===== src/rtl/uart_tx_scheduler.sv =====
// Shares one UART transmitter between four byte requesters: round-robin arbitration,
// Tx_WR/Tx_BUSY handshake per byte, and a grant lock held until the owner's last byte.
module uart_tx_scheduler #(
    parameter int BUSY_TIMEOUT = 64
) (
    input  logic        clk,
    input  logic        reset,
    input  logic        en,
    input  logic [3:0]  req,
    input  logic [31:0] req_data,
    input  logic [3:0]  req_last,
    output logic [3:0]  gnt,
    output logic [7:0]  Tx_DATA,
    output logic        Tx_WR,
    output logic        Tx_EN,
    input  logic        Tx_BUSY,
    output logic        active,
    output logic [1:0]  owner,
    output logic        tx_err,
    input  logic        err_clr
);

    localparam int CntW = (BUSY_TIMEOUT > 1) ? $clog2(BUSY_TIMEOUT) : 1;
    localparam logic [CntW-1:0] CntLast = CntW'(BUSY_TIMEOUT - 1);

    typedef enum logic [2:0] {
        IDLE,
        ISSUE,
        WAIT_BUSY,
        WAIT_DONE,
        HOLD
    } state_t;

    state_t          state_q;
    logic [1:0]      ptr_q;
    logic [1:0]      owner_q;
    logic [3:0]      gnt_q;
    logic [7:0]      data_q;
    logic            wr_q;
    logic            active_q;
    logic            err_q;
    logic            last_q;
    logic [CntW-1:0] cnt_q;

    logic            pickValid;
    logic [1:0]      pickIdx;
    logic            grantFire;
    logic [1:0]      grantIdx;

    // Walk the search order backwards so the candidate closest to ptr is the one left standing.
    always_comb begin
        pickValid = 1'b0;
        pickIdx   = ptr_q;
        for (int k = 3; k >= 0; k--) begin
            if (req[ptr_q + 2'(k)]) begin
                pickValid = 1'b1;
                pickIdx   = ptr_q + 2'(k);
            end
        end
        grantFire = en && (((state_q == IDLE) && pickValid) ||
                           ((state_q == HOLD) && req[owner_q]));
        grantIdx  = (state_q == HOLD) ? owner_q : pickIdx;
    end

    always_ff @(posedge clk or posedge reset) begin
        if (reset) begin
            state_q  <= IDLE;
            ptr_q    <= 2'd0;
            owner_q  <= 2'd0;
            gnt_q    <= 4'd0;
            data_q   <= 8'h00;
            wr_q     <= 1'b0;
            active_q <= 1'b0;
            err_q    <= 1'b0;
            last_q   <= 1'b0;
            cnt_q    <= '0;
        end else begin
            gnt_q <= 4'd0;
            wr_q  <= 1'b0;
            // A timeout later in this block overrides the clear.
            if (err_clr) begin
                err_q <= 1'b0;
            end
            case (state_q)
                IDLE, HOLD: begin
                    if (grantFire) begin
                        data_q   <= req_data[{grantIdx, 3'b000} +: 8];
                        last_q   <= req_last[grantIdx];
                        owner_q  <= grantIdx;
                        gnt_q    <= 4'b0001 << grantIdx;
                        wr_q     <= 1'b1;
                        active_q <= 1'b1;
                        state_q  <= ISSUE;
                    end else if ((state_q == HOLD) && !en) begin
                        ptr_q    <= owner_q + 2'd1;
                        active_q <= 1'b0;
                        state_q  <= IDLE;
                    end
                end
                ISSUE: begin
                    cnt_q   <= '0;
                    state_q <= WAIT_BUSY;
                end
                WAIT_BUSY: begin
                    if (Tx_BUSY) begin
                        state_q <= WAIT_DONE;
                    end else if (cnt_q == CntLast) begin
                        err_q <= 1'b1;
                        if (last_q) begin
                            ptr_q    <= owner_q + 2'd1;
                            active_q <= 1'b0;
                            state_q  <= IDLE;
                        end else begin
                            state_q <= HOLD;
                        end
                    end else begin
                        cnt_q <= cnt_q + 1'b1;
                    end
                end
                WAIT_DONE: begin
                    if (!Tx_BUSY) begin
                        if (last_q) begin
                            ptr_q    <= owner_q + 2'd1;
                            active_q <= 1'b0;
                            state_q  <= IDLE;
                        end else begin
                            state_q <= HOLD;
                        end
                    end
                end
                default: begin
                    active_q <= 1'b0;
                    state_q  <= IDLE;
                end
            endcase
        end
    end

    assign gnt     = gnt_q;
    assign Tx_DATA = data_q;
    assign Tx_WR   = wr_q;
    assign Tx_EN   = en;
    assign active  = active_q;
    assign owner   = owner_q;
    assign tx_err  = err_q;

endmodule


===== config.mk =====
export PLATFORM = sky130hd
export DESIGN_NAME = uart_tx_scheduler
export DESIGN_NICKNAME = d
export VERILOG_FILES = /design/src/rtl/uart_tx_scheduler.sv
export SDC_FILE = /design/constraint.sdc
export NUM_CORES = 1
export LEC_CHECK = 0
export CAP_MARGIN = 20
export CORE_ASPECT_RATIO = 0.6
export CORE_UTILIZATION = 30
export CTS_BUF_LIST = sky130_fd_sc_hd__clkbuf_4 sky130_fd_sc_hd__clkbuf_8
export DETAILED_ROUTE_END_ITERATION = 6
export SYNTH_ARGS = -nofsm -noshare
export SYNTH_HDL_FRONTEND = slang
export SYNTH_SLANG_ARGS = --single-unit
export TNS_END_PERCENT = 100

===== constraint.sdc =====
create_clock -name clk -period 1.81 [get_ports clk]
set_input_delay 0.362 -clock clk [delete_from_list [all_inputs] [get_ports clk]]
set_output_delay 0.362 -clock clk [all_outputs]
set_load 0.02 [all_outputs]

# --- Yosys cells after proc, flatten, opt, wreduce, memory -nomap -nowiden ---
# Index checks and enable logic that the tools add are counted.
totals:
  in_bits: 45
  out_inout_bits: 18
  ramBits: 0
  rom_bits: 0
  latchBits: 0
  mem_count: 0
  regBits: 29
  word_cells: 105
classes:
  n_reduce_logical: 15
  eq_ne: 13
  mux: 53
  div: 0
  addsub: 5
  n_shift: 2
  order_cmp: 6
  mul: 0
  bitwise_logic: 1
ops:
  columns: ["operator", "count"]
  rows:
  - ["variable part select 32 x 6 -> 8 bit", 1]
  - ["2-to-1 mux 1 bit", 22]
  - ["2-to-1 mux 2 bit", 11]
  - ["< comparator 2 x 3 -> 1 bit, second input constant", 6]
  - ["2-to-1 mux 3 bit", 6]
  - ["binary-select mux 1 bit (select 2 bit)", 6]
  - ["2-to-1 mux 6 bit", 2]
  - ["inequality test 2 bit, second input constant", 6]
  - ["case mux 3 bit (4 select lines)", 1]
  - ["case mux 6 bit (2 select lines)", 1]
  - ["2-to-1 mux 4 bit", 2]
  - ["adder 6 x 1 -> 6 bit, second input constant", 1]
  - ["equality test 3 x 2 -> 1 bit, second input constant", 2]
  - ["equality test 6 bit, second input constant", 1]
  - ["inequality test 3 bit, second input constant", 2]
  - ["case mux 2 bit (3 select lines)", 1]
  - ["AND reduction 3 bit", 2]
  - ["AND reduction 6 bit", 1]
  - ["AND reduction 5 bit", 1]
  - ["adder 2 x 1 -> 2 bit, second input constant", 2]
  - ["adder 2 bit, second input constant", 2]
  - ["logical AND 1 bit", 4]
  - ["case mux 1 bit (4 select lines)", 1]
  - ["left shift 1 x 2 -> 4 bit, first input constant", 1]
  - ["other kinds (10)", 10]

# --- Logic depth before layout (Yosys ltp) ---
# Gate-level depths: netlist of run 1.
logic_depth:
  word_depth: 12
  ltp_mapped: 7
  depth_no_buf: 6

# --- Worst setup path after synthesis of run 1 ---
# OpenSTA, ideal clock, no wires.
synth_path:
  path_type: "register -> register"
  startpoint: "reg owner_q[1] (netlist: owner[1])"
  endpoint: "reg last_q"
  stages_incl_launch_ff: 8
  path_buffers: 1
  setup_ps: 94
  setup_slack_ps: -147
  period_less_slack_ps: 1957
  arrival_time_ps: 1864
  cell_sequence: "dfrtp_1 mux4_2 nand2b_1 o2111ai_4 inv_4 and2_1 buf_6 a221oi_2"
synth_between:
  elab_chain_len: 6
synth_lines:
  columns: ["item", "line_no", "source"]
  rows:
  - ["from (decl)", "36", "logic [1:0] owner_q;"]
  - ["from (signal assigned)", "89", "owner_q <= grantIdx;"]
  - ["binary-select mux 1 bit (select 2 bit)", "61", "((state_q == HOLD) && req[owner_q]));"]
  - ["2-to-1 mux 1 bit (not written as such)", "61", null]
  - ["logical AND 1 bit", "61", null]
  - ["logical OR 1 bit", "60", "grantFire = en && (((state_q == IDLE) && pickValid) ||"]
  - ["logical AND 1 bit", "60", null]
  - ["AND reduction 2 bit (no line)", null, null]
  - ["to (signal assigned)", "88", "last_q <= req_last[grantIdx];"]
  - ["to (decl)", "42", "logic last_q;"]
# Parallel ways exist; a longest one is shown, timed or not. The select of a mux whose other input is x is not followed.
# A chain may end at the register's enable or synchronous reset.

# --- Final worst setup path of run 1 ---
layout_path:
  startpoint: "reg owner_q[1] (netlist: owner[1])"
  endpoint: "reg data_q[5] (netlist: Tx_DATA[5])"
layout_between:
  elab_chain_len: 6
layout_lines:
  columns: ["item", "line_no", "source"]
  rows:
  - ["parallel branches: the longest is 6 deep, another holds variable part select 32 x 6 -> 8 bit", null, null]
  - ["to (signal assigned)", "87", "data_q <= req_data[{grantIdx, 3'b000} +: 8];"]
  - ["to (decl)", "38", "logic [7:0] data_q;"]
# Parallel ways; which one is timed is not known. The select of a mux whose other input is x is not followed.

==> flow_metrics.env, run 1 <==
export IMPL_clk_latency_ns=0.29
export IMPL_cts_buffers=5
export IMPL_synth_fp_nets=233
export IMPL_grt_pass1_vias=1733
export IMPL_drt_pass1_iterations=4
export IMPL_fmaxAchievable_mhz=524
export IMPL_hold_class="in -> async"
export IMPL_failed_checks="setup timing"
export IMPL_rsz0062_at_grt="true"
export IMPL_total_power_mw=4.72
export IMPL_clockBufferDepth=2
export IMPL_status="complete, but fails checks"
export IMPL_syn_cell_area_um2=1780
export IMPL_grt_pass1_wl_mm=9.04
export IMPL_cts_clk_slew_worst_paths_ns=0.07
export IMPL_r2r_cells=6
export IMPL_vias=1996
export IMPL_layout_common_cells="clkdlybuf4s50_1, buf_4, dfrtp_1"
export IMPL_syn_to_final_growth_pct=92.7
export IMPL_grt_use_total_pct=19.9
export IMPL_nets=342
export IMPL_antenna_found_initial=0
export IMPL_start_util_pct=31.5
export IMPL_required_ns=1.98
export IMPL_synthFlopType="dfrtp_1"
export IMPL_dp_hpwl_mm=4.08
export IMPL_synth_edf_count=0
export IMPL_dieArea_um2=6260
export IMPL_fp_dieH_um=61.7
export IMPL_async_flop_share_pct=100
export IMPL_max_cap_violations=0
export IMPL_rr_startpoint="owner[1]"
export IMPL_slew_viol_final=0
export IMPL_io_pins=63
export IMPL_num_antenna_cells=0
export IMPL_grt_max_degree=30
export IMPL_finalCriticalPeriod_ns=1.91
export IMPL_grt_overflow_total=0
export IMPL_end_kind="flip-flop"
export IMPL_drt_iter0_drc=161
export IMPL_tns_ns=-0.621
export IMPL_p_leak_nw=1.36
export IMPL_finalWirelength_mm=6.85
export IMPL_utilization_pct=60.8
export IMPL_fin_crit_sh_pct=105
export IMPL_ys_warn_count=0
export IMPL_worstSetupStartpointType="flip-flop"
export IMPL_drtAntennaViolNets=0
export IMPL_final_common_cell="clkdlybuf4s50_1"
export IMPL_ys_seq_area_share_pct=40.7
export IMPL_yosysUniqueCellTypes=47
export IMPL_cts_sinks=29
export IMPL_routedWlPerCell_um=18.2
export IMPL_vias_per_cell=5.29
export IMPL_worstSetupStartpoint="owner[1]"
export IMPL_postSynthAreaPerCell_um2=9.53
export IMPL_fp_coreArea_um2=5650
export IMPL_crit_fanout=5
export IMPL_path_class="reg -> reg"
export IMPL_reg2reg_slack_ns=-0.1
export IMPL_port_buffers=62
export IMPL_rows=21
export IMPL_die_w_um=101
export IMPL_hold_viol_final=0
export IMPL_arrival_ns=2.07
export IMPL_syn_inst=187
export IMPL_nFillCells=460
export IMPL_clock_skew_ns=0.00651
export IMPL_crit_reg2reg_capture="Tx_DATA[5]"
export IMPL_h_tree_depth=2
export IMPL_drive_gt1_share_pct=40.1
export IMPL_slew_limit_headroom_pct=73.6
export IMPL_root_buffer="clkbuf_8"
export IMPL_drc=0
export IMPL_ys_ff_latch=29
export IMPL_holdWs_ns=0.455
export IMPL_power_density_nw_per_um2=1370
export IMPL_peakVddDrop_uv=588
export IMPL_cts_tree="done"
export IMPL_tightestPinTransition_ns=0.396
export IMPL_setup_slack_ns=-0.0970
export IMPL_critPathCapture="Tx_DATA[5]"
export IMPL_setup_violations=14
export IMPL_gp_congestion=0.869
==> timing repair <==
| item | 4_1_cts | 5_1_grt |
|---|---|---|
| setup endpoints to repair | 19 | 23 |
| setup buffers | 7 | 2 |
| hold endpoints to repair | 0 | 0 |
| resized for setup | 34 | 66 |
| pin swaps | 2 | 20 |
| cloned | 3 | 2 |
| hold buffers | 0 | 0 |
==> sequential cells by signal, indices dropped and copies added (netlist names) <==
signal   count
Tx_DATA      8
Tx_WR        1
active       1
cnt_q        6
gnt          4
last_q       1
owner        2
ptr_q        2
state_q      3
tx_err       1
==> worst min path at each step <==
stage / endpoint / startpoint / cells after the start
after floorplan: Tx_DATA[0] / reset / 1
after global placement: tx_err / tx_err / 1
after detailed placement: active / active / 1
after CTS: cnt_q[2] / reset / 3
after global routing: cnt_q[2] / reset / 3
final: state_q[2] / reset / 3
==> report_power, final <==
part	switching, mW	total (mW)	internal (mW)
registers	0.200	1.08	0.878
logic	1.52	2.92	1.41
clock network	0.271	0.718	0.447
total	1.99	4.72	2.73
==> area by class of cell <==
cell class                      instances  area [um^2]  area share (%)
Clock inverter                          2         37.5            1.09
Clock buffer                            6         82.6            2.41
Inverter                                9         36.3            1.06
Multi-Input combinational cell        140         1410            40.9
Tap cell                               80          100            2.92
Timing Repair Buffer                  111         1040            30.4
Sequential cell                        29          727            21.2
==> per-stage QoR <==
stage          cell area, um^2  worst slack (ns)  instances
4_1_cts                   3050           -0.0688        373
3_5_place_dp              2750            -0.614        355
3_3_place_gp              2750            -0.569        355
2_1_floorplan             1810           -0.0119        187
5_1_grt                   3430            -0.155        377
6_report                  3430           -0.0970        377
==> critical path: stages, from the launching register on <==
cell       delay, ns
dfrtp_2         0.45
buf_4           0.15
or4b_4          0.55
nand2_1         0.14
a31oi_2         0.06
a2111oi_4       0.35
a211oi_1        0.08
==> kinds of logic after synthesis <==
group | after synthesis | share of synthesized area [%]
AND/OR/NAND/NOR | 57 | 15.4
multiplexers | 13 | 8.08
buffers and inverters | 21 | 5.97
AO/OA/AOI/OAI | 62 | 27.2
flip-flops | 29 | 40.7
XOR/XNOR | 4 | 1.97
adder cells (fa/ha/maj) | 1 | 0.702
==> metal layers <==
metal | GRT usage (%) | routed length [um] | vias to the layer above
li1 | - | - | 931
met1 | 32.0 | 3420 | 983
met2 | 25.6 | 2900 | 75
met3 | 4.81 | 468 | 7
met4 | 5.59 | 66 | 0
met5 | 0 | 0 | -
==> synth_stat cells (2+ instances only) <==
master     instances  area share (%)
o22ai_1            2            0.70
xnor2_1            3             1.5
o31a_1             2            0.98
clkbuf_1           3            0.63
a2111oi_1          3             1.7
inv_1              8             1.7
or2_1              2            0.70
nor2_1            19             4.0
nand3_1            2            0.56
a21oi_1            5             1.4
nand2b_1           4             1.4
and3_1             3             1.1
o21ai_1            2            0.56
mux2i_1           11             6.2
a211oi_1          10             4.2
buf_4              3             1.3
a2bb2oi_1          2            0.98
buf_2              5             1.4
o21ai_0            5             1.4
nand2_1           18             3.8
dfrtp_1           29              41
o21a_1             2            0.84
a2111oi_0          7             3.4
a32o_1             2             1.1
a31oi_1           11             3.9
nor3_1             3            0.84
No activity file was read; power rests on OpenSTA's default activity.
==> run 2: changes to the inputs <==
- ABC_AREA: not set -> 0
- CORE_MARGIN: not set -> 3
- clock period: 1.81 -> 1.8 ns (I/O delays scaled with it)
==> flow_metrics.env, run 2 (synthesis gave the netlist of run 1 again) <==
export IMPL_max_cap_violations=0
export IMPL_peakVddDrop_uv=628
export IMPL_finalCriticalPeriod_ns=1.88
export IMPL_p_leak_nw=1.37
export IMPL_clockPowerShare_pct=11.4
export IMPL_io_pins=63
export IMPL_crit_fanout=9
export IMPL_h_tree_depth=2
export IMPL_dieArea_um2=6930
export IMPL_placed_cell_area_um2=2740
export IMPL_dp_hpwl_mm=4.27
export IMPL_switching_share_pct=43.4
export IMPL_cts_sinks=29
export IMPL_port_buffers=62
export IMPL_drive_gt1_share_pct=43.2
export IMPL_power_switching_mw=2.07
export IMPL_fp_coreArea_um2=5650
export IMPL_fin_cells=381
export IMPL_path_class="reg -> reg"
export IMPL_syn_to_final_growth_pct=96.1
export IMPL_clk_latency_ns=0.29
export IMPL_setup_slack_ns=-0.0754
export IMPL_reg2reg_slack_ns=-0.08
export IMPL_status="complete, but fails checks"
export IMPL_tns_ns=-0.517
export IMPL_slew_viol_final=0
export IMPL_grt_pass1_vias=1853
export IMPL_fp_dieH_um=65.7
export IMPL_rows=21
export IMPL_end_kind="flip-flop"
export IMPL_die_w_um=105
export IMPL_hold_class="in -> async"
export IMPL_fin_crit_sh_pct=104
export IMPL_slew_limit_headroom_pct=74.0
export IMPL_grt_use_total_pct=18.3
export IMPL_tightestPinTransition_ns=0.390
export IMPL_vias=1993
export IMPL_comb_power_share_pct=65.5
export IMPL_failed_checks="setup timing"
export IMPL_root_buffer="clkbuf_8"
export IMPL_vias_per_cell=5.23
export IMPL_grt_max_degree=30
export IMPL_slowest_delay_ns=0.46
export IMPL_worstSetupStartpoint="ptr_q[1]"
export IMPL_cts_clk_slew_worst_paths_ns=0.07
export IMPL_fmaxAchievable_mhz=533
export IMPL_nets=346
export IMPL_setup_violations=11
export IMPL_critical_path_slowest_cell="dfrtp_2"
export IMPL_routedWlPerCell_um=18.2
export IMPL_largest_register_ff_count=8
export IMPL_finish_instance_area_um2=3490
export IMPL_rsz0062_at_grt="true"
export IMPL_seq_power_share_pct=23.1
export IMPL_r2r_cells=6
export IMPL_finalWirelength_mm=6.93
export IMPL_drtAntennaViolNets=0
export IMPL_critPathCapture="Tx_DATA[3]"
export IMPL_final_common_cell="clkdlybuf4s50_1"
export IMPL_total_power_mw=4.77
export IMPL_worstPathCellList="nand2b_4 > buf_4 > a211o_4 > a31oi_2 > a2111oi_4 > a211oi_2"
export IMPL_arrival_ns=2.08
export IMPL_dp_cells=353
export IMPL_layout_common_cells="clkdlybuf4s50_1, buf_4, dfrtp_1"
export IMPL_drt_pass1_iterations=4
export IMPL_hold_viol_final=0
export IMPL_clock_skew_ns=0.00519
export IMPL_antenna_found_initial=0
export IMPL_drt_iter0_drc=138
export IMPL_gp_congestion=0.829
export IMPL_power_density_nw_per_um2=1360
export IMPL_grt_overflow_total=0
export IMPL_cts_hold_buf=0
export IMPL_worstSetupStartpointType="flip-flop"
export IMPL_cts_tree="done"
export IMPL_start_util_pct=31.5
export IMPL_drc=0
export IMPL_clockBufferDepth=2
export IMPL_cts_buffers=5
export IMPL_num_antenna_cells=0
export IMPL_crit_reg2reg_capture="Tx_DATA[3]"
export IMPL_rr_startpoint="ptr_q[1]"
export IMPL_p_int_mw=2.70
export IMPL_grt_pass1_wl_mm=9.80
export IMPL_required_ns=2.00
==> run 2: per-layer routing <==
metal,vias up,part of all wire [%],track usage [%]
li1,944,-,-
met1,977,50,28.5
met2,70,44,24.3
met3,2,6.0,4.61
met4,0,0.52,5.33
met5,-,0,0
==> run 2: power by group through the flow <==
stage                     logic [mW]  clock network (mW)  registers (mW)
final                           3.12               0.544            1.10
after CTS                       2.30               0.555            1.08
after detailed placement        2.11                   0            1.06
after global routing            3.32               0.586            1.13
after global placement          2.09                   0            1.06
after floorplan                0.988                   0            1.22
==> run 2: critical path, delay by kind of cell (launching register included) <==
kind,cells,cell delay (ns)
and+or+nand+nor,1,0.17
buffers and inverters,1,0.15
AOI/OAI and AO/OA,4,1.01
DFF,1,0.46
==> run 2: worst min path at each step <==
stage                      start         end  depth (start not counted)
final                      reset      gnt[3]                          3
after global routing       reset  Tx_DATA[0]                          3
after CTS                  reset      gnt[3]                          3
after detailed placement  active      active                          1
after global placement    active      active                          1
after floorplan            reset  Tx_DATA[0]                          1
==> run 2: stage by stage <==
| stage | setup WS [ns] | hold WS, ns | utilization, % |
|---|---|---|---|
| 3_5_place_dp | -0.623 | 0.476 | 48.4 |
| 3_3_place_gp | -0.591 | 0.461 | 48.4 |
| 6_report | -0.0754 | 0.446 | 61.9 |
| 4_1_cts | -0.113 | 0.453 | 52.2 |
| 2_1_floorplan | -0.0219 | 0.438 | - |
| 5_1_grt | -0.145 | 0.472 | 61.9 |
==> run 2: cell type report <==
cell class | count | area (um^2)
Fill cell | 433 | 2150
Multi-Input combinational cell | 140 | 1470
Timing Repair Buffer | 115 | 1070
Sequential cell | 29 | 728
Tap cell | 80 | 100
Clock buffer | 5 | 68.8
Inverter | 9 | 36.3
Clock inverter | 3 | 17.5
==> run 2: timing repair <==
| item | CTS | global route |
|---|---|---|
| pin swaps | 11 | 18 |
| endpoints found under the hold margin | 0 | 0 |
| setup endpoints to repair | 23 | 21 |
| setup buffers | 5 | 10 |
| resized for setup | 25 | 84 |
| cloned | 3 | 2 |
==> run 3: changes to the inputs <==
- CAP_MARGIN: 20 -> 10
==> results of run 3 <==
Same layout as run 2: the final DEF is identical, and so are final timing and power.
